==> src/rtl/muldiv_ctrl_pkg.sv <==
// Shared constants for the multiply/divide controller: widths, MD op codes
// (same values the ID decoder emits) and FSM state encodings.
package muldiv_ctrl_pkg;

    localparam int MD_XLEN  = 32;
    localparam int MD_CNT_W = 5;
    localparam int MD_OP_W  = 4;

    localparam logic [MD_OP_W-1:0] MD_NONE  = 4'd0;
    localparam logic [MD_OP_W-1:0] MD_MULT  = 4'd1;
    localparam logic [MD_OP_W-1:0] MD_MULTU = 4'd2;
    localparam logic [MD_OP_W-1:0] MD_DIV   = 4'd3;
    localparam logic [MD_OP_W-1:0] MD_DIVU  = 4'd4;
    localparam logic [MD_OP_W-1:0] MD_MFHI  = 4'd5;
    localparam logic [MD_OP_W-1:0] MD_MFLO  = 4'd6;
    localparam logic [MD_OP_W-1:0] MD_MTHI  = 4'd7;
    localparam logic [MD_OP_W-1:0] MD_MTLO  = 4'd8;

    localparam logic [1:0] ST_IDLE = 2'd0;
    localparam logic [1:0] ST_CALC = 2'd1;
    localparam logic [1:0] ST_FIX  = 2'd2;

    // True for the four ops that start an iterative operation
    function automatic logic is_arith_op(input logic [MD_OP_W-1:0] op);
        return (op == MD_MULT) || (op == MD_MULTU) || (op == MD_DIV) || (op == MD_DIVU);
    endfunction

    function automatic logic is_signed_op(input logic [MD_OP_W-1:0] op);
        return (op == MD_MULT) || (op == MD_DIV);
    endfunction

    function automatic logic is_div_op(input logic [MD_OP_W-1:0] op);
        return (op == MD_DIV) || (op == MD_DIVU);
    endfunction

endpackage

==> src/rtl/muldiv_ctrl_if.sv <==
// EX-side bundle between the pipeline and the multiply/divide controller.
interface muldiv_ctrl_if
    import muldiv_ctrl_pkg::*;
#(
    parameter int XLEN = MD_XLEN
);
    logic               ex_valid;
    logic [MD_OP_W-1:0] ex_md_op;
    logic [XLEN-1:0]    rsv;
    logic [XLEN-1:0]    rtv;
    logic               md_stall;
    logic               busy;
    logic [XLEN-1:0]    hi;
    logic [XLEN-1:0]    lo;
    logic [XLEN-1:0]    mf_value;

    modport master (
        output ex_valid, ex_md_op, rsv, rtv,
        input  md_stall, busy, hi, lo, mf_value
    );

    modport slave (
        input  ex_valid, ex_md_op, rsv, rtv,
        output md_stall, busy, hi, lo, mf_value
    );
endinterface

==> src/rtl/muldiv_ctrl_md_iter_step.sv <==
// One radix-2 iteration of the shared multiply/divide datapath.
// Multiply: acc = {partial, multiplier}; add b on the low bit, shift right.
// Divide:   acc = {remainder, dividend}; shift left, restoring subtract.
module md_iter_step
    import muldiv_ctrl_pkg::*;
#(
    parameter int XLEN = MD_XLEN
) (
    input  logic [2*XLEN-1:0] acc,
    input  logic [XLEN-1:0]   b,
    input  logic              is_div,
    output logic [2*XLEN-1:0] acc_next
);

    logic [XLEN:0]   sum;
    logic [XLEN:0]   rem_sh;
    logic [XLEN-1:0] diff;

    // Compute both candidate next values and pick by operation kind
    always_comb begin
        sum    = {1'b0, acc[2*XLEN-1:XLEN]} + (acc[0] ? {1'b0, b} : {(XLEN+1){1'b0}});
        rem_sh = acc[2*XLEN-1:XLEN-1];
        diff   = rem_sh[XLEN-1:0] - b;
        if (is_div) begin
            if (rem_sh >= {1'b0, b}) begin
                acc_next = {diff, acc[XLEN-2:0], 1'b1};
            end else begin
                acc_next = {acc[2*XLEN-2:0], 1'b0};
            end
        end else begin
            acc_next = {sum, acc[XLEN-1:1]};
        end
    end

endmodule

==> src/rtl/muldiv_ctrl.sv <==
// Multiply/divide sequencer beside EX: owns HI/LO, runs 32 iterations per
// MULT/DIV, applies sign correction, and stalls later MD-class instructions.
module muldiv_ctrl
    import muldiv_ctrl_pkg::*;
#(
    parameter int XLEN  = MD_XLEN,
    parameter int CNT_W = MD_CNT_W
) (
    input  logic          clk,
    input  logic          rst,
    muldiv_ctrl_if.slave  md
);

    logic [1:0]        state_q, state_d;
    logic [CNT_W-1:0]  cnt_q, cnt_d;
    logic [2*XLEN-1:0] acc_q, acc_d;
    logic [XLEN-1:0]   b_q, b_d;
    logic [XLEN-1:0]   raw_rs_q, raw_rs_d;
    logic              is_div_q, is_div_d;
    logic              neg_q, neg_d;
    logic              rem_neg_q, rem_neg_d;
    logic [XLEN-1:0]   hi_q, hi_d;
    logic [XLEN-1:0]   lo_q, lo_d;

    logic              md_req;
    logic [2*XLEN-1:0] acc_step;
    logic              rs_neg;
    logic              rt_neg;
    logic [2*XLEN-1:0] prod;
    logic [XLEN-1:0]   quot;
    logic [XLEN-1:0]   rem;

    assign md_req = md.ex_valid && (md.ex_md_op != MD_NONE);

    md_iter_step #(.XLEN(XLEN)) u_step (
        .acc      (acc_q),
        .b        (b_q),
        .is_div   (is_div_q),
        .acc_next (acc_step)
    );

    // Next-state logic: accept/MT* in IDLE, iterate in CALC, sign-fix and commit in FIX
    always_comb begin
        state_d   = state_q;
        cnt_d     = cnt_q;
        acc_d     = acc_q;
        b_d       = b_q;
        raw_rs_d  = raw_rs_q;
        is_div_d  = is_div_q;
        neg_d     = neg_q;
        rem_neg_d = rem_neg_q;
        hi_d      = hi_q;
        lo_d      = lo_q;
        rs_neg    = is_signed_op(md.ex_md_op) && md.rsv[XLEN-1];
        rt_neg    = is_signed_op(md.ex_md_op) && md.rtv[XLEN-1];
        prod      = neg_q ? -acc_q : acc_q;
        quot      = neg_q ? -acc_q[XLEN-1:0] : acc_q[XLEN-1:0];
        rem       = rem_neg_q ? -acc_q[2*XLEN-1:XLEN] : acc_q[2*XLEN-1:XLEN];
        case (state_q)
            ST_IDLE: begin
                if (md_req && is_arith_op(md.ex_md_op)) begin
                    acc_d     = {{XLEN{1'b0}}, (rs_neg ? -md.rsv : md.rsv)};
                    b_d       = rt_neg ? -md.rtv : md.rtv;
                    raw_rs_d  = md.rsv;
                    is_div_d  = is_div_op(md.ex_md_op);
                    neg_d     = rs_neg ^ rt_neg;
                    rem_neg_d = rs_neg;
                    cnt_d     = '0;
                    state_d   = ST_CALC;
                end else if (md_req && md.ex_md_op == MD_MTHI) begin
                    hi_d = md.rsv;
                end else if (md_req && md.ex_md_op == MD_MTLO) begin
                    lo_d = md.rsv;
                end
            end
            ST_CALC: begin
                acc_d = acc_step;
                cnt_d = cnt_q + 1'b1;
                if (cnt_q == CNT_W'(XLEN-1)) begin
                    state_d = ST_FIX;
                end
            end
            ST_FIX: begin
                if (!is_div_q) begin
                    hi_d = prod[2*XLEN-1:XLEN];
                    lo_d = prod[XLEN-1:0];
                end else if (b_q == '0) begin
                    hi_d = raw_rs_q;
                    lo_d = '1;
                end else begin
                    hi_d = rem;
                    lo_d = quot;
                end
                state_d = ST_IDLE;
            end
            default: state_d = ST_IDLE;
        endcase
    end

    // State and datapath registers with synchronous reset
    always_ff @(posedge clk) begin
        if (rst) begin
            state_q   <= ST_IDLE;
            cnt_q     <= '0;
            acc_q     <= '0;
            b_q       <= '0;
            raw_rs_q  <= '0;
            is_div_q  <= 1'b0;
            neg_q     <= 1'b0;
            rem_neg_q <= 1'b0;
            hi_q      <= '0;
            lo_q      <= '0;
        end else begin
            state_q   <= state_d;
            cnt_q     <= cnt_d;
            acc_q     <= acc_d;
            b_q       <= b_d;
            raw_rs_q  <= raw_rs_d;
            is_div_q  <= is_div_d;
            neg_q     <= neg_d;
            rem_neg_q <= rem_neg_d;
            hi_q      <= hi_d;
            lo_q      <= lo_d;
        end
    end

    // HI/LO read mux for MFHI/MFLO, zero otherwise
    always_comb begin
        md.mf_value = '0;
        if (md.ex_valid && md.ex_md_op == MD_MFHI) begin
            md.mf_value = hi_q;
        end else if (md.ex_valid && md.ex_md_op == MD_MFLO) begin
            md.mf_value = lo_q;
        end
    end

    assign md.md_stall = md_req && (state_q != ST_IDLE);
    assign md.busy     = (state_q != ST_IDLE);
    assign md.hi       = hi_q;
    assign md.lo       = lo_q;

endmodule

==> src/flat_wrapper.sv <==
// flat-port wrapper written by rule: the top's interface ports become plain ports
module muldiv_ctrl_flat import muldiv_ctrl_pkg::*;
#(
    parameter int XLEN  = MD_XLEN,
    parameter int CNT_W = MD_CNT_W
)
  (clk, rst, md_ex_valid, md_ex_md_op, md_rsv, md_rtv, md_md_stall, md_busy, md_hi, md_lo, md_mf_value);
  muldiv_ctrl_if #(.XLEN(XLEN)) md_i ();
  input  logic clk;
  input  logic rst;
  input wire logic [$bits(md_i.ex_valid)-1:0] md_ex_valid;
  input wire logic [$bits(md_i.ex_md_op)-1:0] md_ex_md_op;
  input wire logic [$bits(md_i.rsv)-1:0] md_rsv;
  input wire logic [$bits(md_i.rtv)-1:0] md_rtv;
  output wire logic [$bits(md_i.md_stall)-1:0] md_md_stall;
  output wire logic [$bits(md_i.busy)-1:0] md_busy;
  output wire logic [$bits(md_i.hi)-1:0] md_hi;
  output wire logic [$bits(md_i.lo)-1:0] md_lo;
  output wire logic [$bits(md_i.mf_value)-1:0] md_mf_value;
  assign md_i.ex_valid = md_ex_valid;
  assign md_i.ex_md_op = md_ex_md_op;
  assign md_i.rsv = md_rsv;
  assign md_i.rtv = md_rtv;
  assign md_md_stall = md_i.md_stall;
  assign md_busy = md_i.busy;
  assign md_hi = md_i.hi;
  assign md_lo = md_i.lo;
  assign md_mf_value = md_i.mf_value;
  muldiv_ctrl #(.XLEN(XLEN), .CNT_W(CNT_W)) u_core (.clk(clk), .rst(rst), .md(md_i));
endmodule
==> config.mk <==
export PLATFORM = sky130hd
export DESIGN_NAME = muldiv_ctrl_flat
export DESIGN_NICKNAME = d
export VERILOG_FILES = /design/src/rtl/muldiv_ctrl_pkg.sv /design/src/rtl/muldiv_ctrl_if.sv /design/src/rtl/muldiv_ctrl_md_iter_step.sv /design/src/rtl/muldiv_ctrl.sv /design/src/flat_wrapper.sv
export SDC_FILE = /design/constraint.sdc
export NUM_CORES = 1
export LEC_CHECK = 0
export CORE_AREA = 2 2 261 263
export DETAILED_ROUTE_END_ITERATION = 10
export DIE_AREA = 0 0 263 265
export GPL_TIMING_DRIVEN = 0
export PLACE_DENSITY = 0.41
export SLEW_MARGIN = 5
export SYNTH_ARGS = -nofsm -noshare
export SYNTH_HDL_FRONTEND = slang
export SYNTH_SLANG_ARGS = --single-unit
==> constraint.sdc <==
create_clock -name clk -period 7.3 [get_ports clk]
set_input_delay 1.46 -clock clk [delete_from_list [all_inputs] [get_ports clk]]
set_output_delay 1.46 -clock clk [all_outputs]
set_load 0.02 [all_outputs]
======== Yosys cells after proc, flatten, opt, wreduce, memory -nomap -nowiden ========
Cells that the tools add are included.
word-level totals
  flip-flop bits (word level) ............. 202
  input bits .............................. 71
  output and inout bits ................... 98
  word-level logic and storage cells ...... 90
operators by class
  add/sub/neg operators ................... 8
  $lt $le $gt $ge ......................... 1
  eq/ne operators ......................... 17
  mux-type cells .......................... 28
  bitwise operators ....................... 1
  reductions and logical operators ........ 25
operators by type and width
  kind                                                                    number
  32-bit 2-to-1 mux                                                       16
  64-bit 2-to-1 mux                                                       4
  32-bit negation                                                         4
  32-bit one-hot mux with 2 select lines                                  2
  64-bit one-hot mux with 2 select lines                                  1
  64-bit negation                                                         1
  32-bit by 33-bit adder with 33-bit output                               1
  33-bit by 32-bit greater-or-equal comparator with 1-bit output          1
  32-bit zero test                                                        1
  32-bit subtractor                                                       1
  4-bit by 3-bit equality test with 1-bit output (second input constant)  4
  5-bit one-hot mux with 2 select lines                                   1
  1-bit logical AND                                                       9
  4-bit by 2-bit equality test with 1-bit output (second input constant)  2
  2-bit by 1-bit != test with 1-bit output (second input constant)        4
  2-bit AND reduction                                                     3
  2-bit nonzero test                                                      3
  5-bit by 1-bit adder with 5-bit output (second input constant)          1
  5-bit equality test (second input constant)                             1
  1-bit logical OR                                                        5
  5-bit 2-to-1 mux                                                        1
  4-bit by 1-bit equality test with 1-bit output (second input constant)  1
  4-bit equality test (second input constant)                             1
  2-bit 2-to-1 mux                                                        2
  other kinds (9)                                                         10

======== Depth between registers and ports, before layout ========
  depth after elaboration ................. 7
  mapped depth ............................ 15
  gate-level depth less buffers ........... 13

======== Modules after synthesis ========
Synthesis repeated with hierarchy kept, for this count alone.
unflattened totals
  cell total of the unflattened synthesis .. 2343
  area, all modules ....................... 17021.3 µm²
modules (own cells, without submodules)
  module        instances  cells each  area an instance (µm²)  seq. area each (µm²)
  muldiv_ctrl   1          1642        12293.0                 4043.9
  md_iter_step  1          701         4728.3                  0.0

======== Worst setup path after synthesis ========
OpenSTA, ideal clock, no wires.
  path kind ............................... input to output
  from .................................... input port md_ex_valid
  to ...................................... output port md_mf_value[10]
  arrival time ............................ 2.610 ns
  data required time ...................... 5.840 ns
  setup slack ............................. 3.230 ns
  stages .................................. 5
  path buffers ............................ 2
  path through ............................ nor2b_1 > and4b_1 > clkbuf_1 > clkbuf_1 > a22o_1
between the ends
  cells in the longest elaborated chain, start to end .. 3
  elaborated cells on any way between the ends .. 4
  those cells by class .................... 2 x mux; 2 x reduce/logical
ends and longest elaborated chain
  element              line                RTL
  start: declaration   flat_wrapper.sv:11  input wire logic [$bits(md_i.ex_valid)-1:0] md_ex_valid;
  1-bit logical AND    muldiv_ctrl.sv:132  end else if (md.ex_valid && md.ex_md_op == MD_MFLO) begin
  32-bit 2-to-1 mux    muldiv_ctrl.sv:132
  32-bit 2-to-1 mux *  muldiv_ctrl.sv:130  if (md.ex_valid && md.ex_md_op == MD_MFHI) begin
  end: declaration     flat_wrapper.sv:19  output wire logic [$bits(md_i.mf_value)-1:0] md_mf_value;
Mark *: on every way between the ends. The rest lies on a longest branch, timed or not.

======== Final worst setup path ========
  from .................................... input port md_ex_md_op[3]
  to ...................................... output port md_mf_value[9]
between the ends
  cells in the longest elaborated chain, start to end .. 4
  elaborated cells on any way between the ends .. 6
  those cells by class .................... 2 x eq/ne; 2 x mux; 2 x reduce/logical
ends and longest elaborated chain
  element                                         line                RTL
  start: declaration                              flat_wrapper.sv:12  input wire logic [$bits(md_i.ex_md_op)-1:0] md_ex_md_op;
  4-bit by 3-bit equality test with 1-bit output  muldiv_ctrl.sv:132
  1-bit logical AND                               muldiv_ctrl.sv:132
  32-bit 2-to-1 mux                               muldiv_ctrl.sv:132
  32-bit 2-to-1 mux *                             muldiv_ctrl.sv:130
Marked as above.

==> results by group <==
Clock tree
  • CTS Buffer Depth: 3
  • CTS resizes: 0
  • Clk root buf: clkbuf_16
  • Clk slew on worst S/H paths: 60 ps
  • H-Tree Level Count: 1
  • Number of clock sinks: 202
  • Post CTS Setup Buffer Count: 0
  • CTS tree: yes
  • Total CTS buffers: 27
  • Worst-Skew Late Latency: 570 ps
  • Post-CTS Hold Fix Bufs: 0

Worst setup path
  • Worst Path Arrival: 4600 ps
  • Worst Reg-to-Reg Cells: 14
  • CP Launch Type: input port
  • Crit path from: md_ex_md_op[3]
  • Reg-to-reg slack, setup: 2820 ps
  • End point of the critical path: md_mf_value[9]
  • Worst Path Max Fanout: 10
  • Required time of the critical path: 5840 ps
  • Critical path capture point type: output pin
  • R2R Path End: u_core.acc_q[60]
  • Worst r2r src: u_core.acc_q[0]
  • Class of the most critical setup path: in -> out

Timing
  • Max-slew violation count: 0
  • Clock skew: 19.5 ps
  • Worst hold margin: 462 ps
  • Final setup TNS: 0 ps
  • Max Fclk: 165 MHz
  • Final min period: 6060 ps
  • RSZ-0062 raised after global routing: false
  • Worst rel slew slack: 8.59%
  • Fin crit share: 83.0%
  • Worst Tran Pin Value: 1370 ps
  • Worst Setup Slack, final: 1240 ps
  • Final hold violation count: 0
  • # setup viols final: 0

Routing
  • DRC Markers: 0
  • Drt via density: 5.63
  • Vias: 18663
  • Post-route ant nets: 0
  • WL per Instance: 26.7 µm
  • TritonRoute pass-1 iters: 8
  • DR iter-0 viols: 1854
  • Routed wire length: 88600 µm

Place
  • Post-DP Area: 19300 µm²
  • GPL Wtd Cong: 0.934
  • Dpl ws: 1320 ps
  • Final HPWL DP: 69400 µm
  • DP Cell Count: 3272
  • I/O Buffers: 161

Synthesis
  • Synth Flop Type: dfxtp_1
  • Syn Area/Cell: 7.40 µm²
  • Syn Inst Count: 2238
  • FFs w/ async S/R, synth: 0%
  • EDFF count, synth: 0
  • Post-synth net total: 2381
  • FF+latch count, synth: 202
  • Synth Cell Area: 16600 µm²
  • Post-synthesis sequential area ratio: 24.4%
  • Count of cell types in the netlist: 95
  • Yosys warns: 0

Outcome
  • Status: finished clean

Power
  • Pwr dens: 166 nW/µm²
  • Lkg Pwr: 7.19 nW
  • Power Total: 3.34 mW
  • Maximum VDD drop: 0.000166 V

Finish
  • Footprint of the multi-input gates: 11600 µm²
  • Commonest non-fill, non-tap cell in the layout: nand2_1
  • Layout cell share with drive strength beyond 1: 4.18%
  • Fin util: 30.2%
  • FF+latch area: 4040 µm²
  • P&R area growth vs syn: 21.6%
  • Post-route cell area: 20200 µm²
  • Fillcell total: 7306
  • Antenna cells: 0
  • Layout Nets: 2571
  • Commonest non-fill, non-tap cells in the layout: nand2_1 (252), nor2_1 (220), a21oi_1 (216)
  • Finished Layout Cells: 3315

Worst hold path
  • Min-delay worst type: reg -> reg

Floorplan
  • Initial Util: 24.8%
  • Die ar.: 69700 µm²
  • Core ar.: 66800 µm²
  • Horiz. Die Dim: 263 µm
  • Die height: 265 µm
  • I/O pin count: 169
  • Rows: 95

Global route
  • Largest net degree at the start of global routing: 13
  • Gr ovfl total: 0
  • Vias in the first global route: 18086
  • Gr usage total: 24.6%
  • Antenna violations before repair: 2
  • First-pass GRT wire length: 128000 µm

Job
  • Max-Cap Viols: 0
-- where the power goes --
group | switching (mW) | total (mW) | internal (mW)
Sequential | 0.0503 | 1.19 | 1.14
Clock | 0.560 | 1.38 | 0.824
Combinational | 0.502 | 0.761 | 0.259
-- cells by family after synthesis --
kind of cell	count (synthesis)	share of synthesized area (%)
buffers and inverters	249	5.93
flip-flops	202	24.4
adder cells (fa/ha/maj)	72	5.53
XOR/XNOR	166	8.78
AND/OR/NAND/NOR	727	21.1
multiplexers	51	3.10
AO/OA/AOI/OAI	771	31.2
-- worst max-delay path, cell delays in order --
cell and delay, ps:
clkdlybuf4s50_1 580, nor2b_1 330, nand3_1 110, nor2_1 830
clkbuf_1 440, a22o_1 230, clkdlybuf4s50_1 610
-- how the worst min path moves through the flow --
stage | startpoint | end | slack [ps] | cells after the start
2_1_floorplan | u_core.raw_rs_q[18] | u_core.raw_rs_q[18] | 440 | 2
3_3_place_gp | u_core.raw_rs_q[27] | u_core.raw_rs_q[27] | 440 | 2
3_5_place_dp | u_core.raw_rs_q[16] | u_core.raw_rs_q[16] | 450 | 2
4_1_cts | u_core.raw_rs_q[16] | u_core.raw_rs_q[16] | 460 | 2
5_1_grt | u_core.raw_rs_q[22] | u_core.raw_rs_q[22] | 480 | 2
6_report | u_core.raw_rs_q[21] | u_core.raw_rs_q[21] | 460 | 2
-- cells in the mapped netlist, types with 38 or more instances --
master	instances	share of area, %
a211oi_1	100	4.5
mux2i_1	49	3.0
nand2_1	252	5.7
xnor2_1	84	4.4
dfxtp_1	202	24
o21ai_0	135	4.1
xor2_1	82	4.3
ha_1	70	5.3
a21o_1	38	1.7
inv_1	61	1.4
o221ai_1	39	2.1
clkbuf_1	157	3.6
a21oi_1	216	6.5
nor2_1	220	5.0
-- flip-flops by register name, summed over array words and instances, names as in the netlist --
name              count
u_core.cnt_q          5
u_core.md.hi         32
u_core.b_q           32
u_core.acc_q         64
u_core.md.lo         32
u_core.rem_neg_q      1
u_core.state_q        2
u_core.is_div_q       1
u_core.raw_rs_q      32
u_core.neg_q          1
-- layout make-up --
cell class	count	area share [%]
inverter	62	1.15
multi-input combinational	1787	57.3
clock buffer	37	3.79
sequential	202	20.1
buffer	187	3.72
clock inverter	6	0.534
timing repair buffer	161	8.00
tap	873	5.42
-- per-layer routing --
layer  part of all wire (%)  routed length (µm)  up-vias  GRT usage (%)
li1                       -                   -     8590              -
met5                      0                   0        -              0
met1                     46               40600     9153           34.2
met3                    6.1                5390      135           2.62
met2                     45               39900      785           40.1
met4                    3.1                2720        0           7.07
Power figures use the tool's default switching activity.
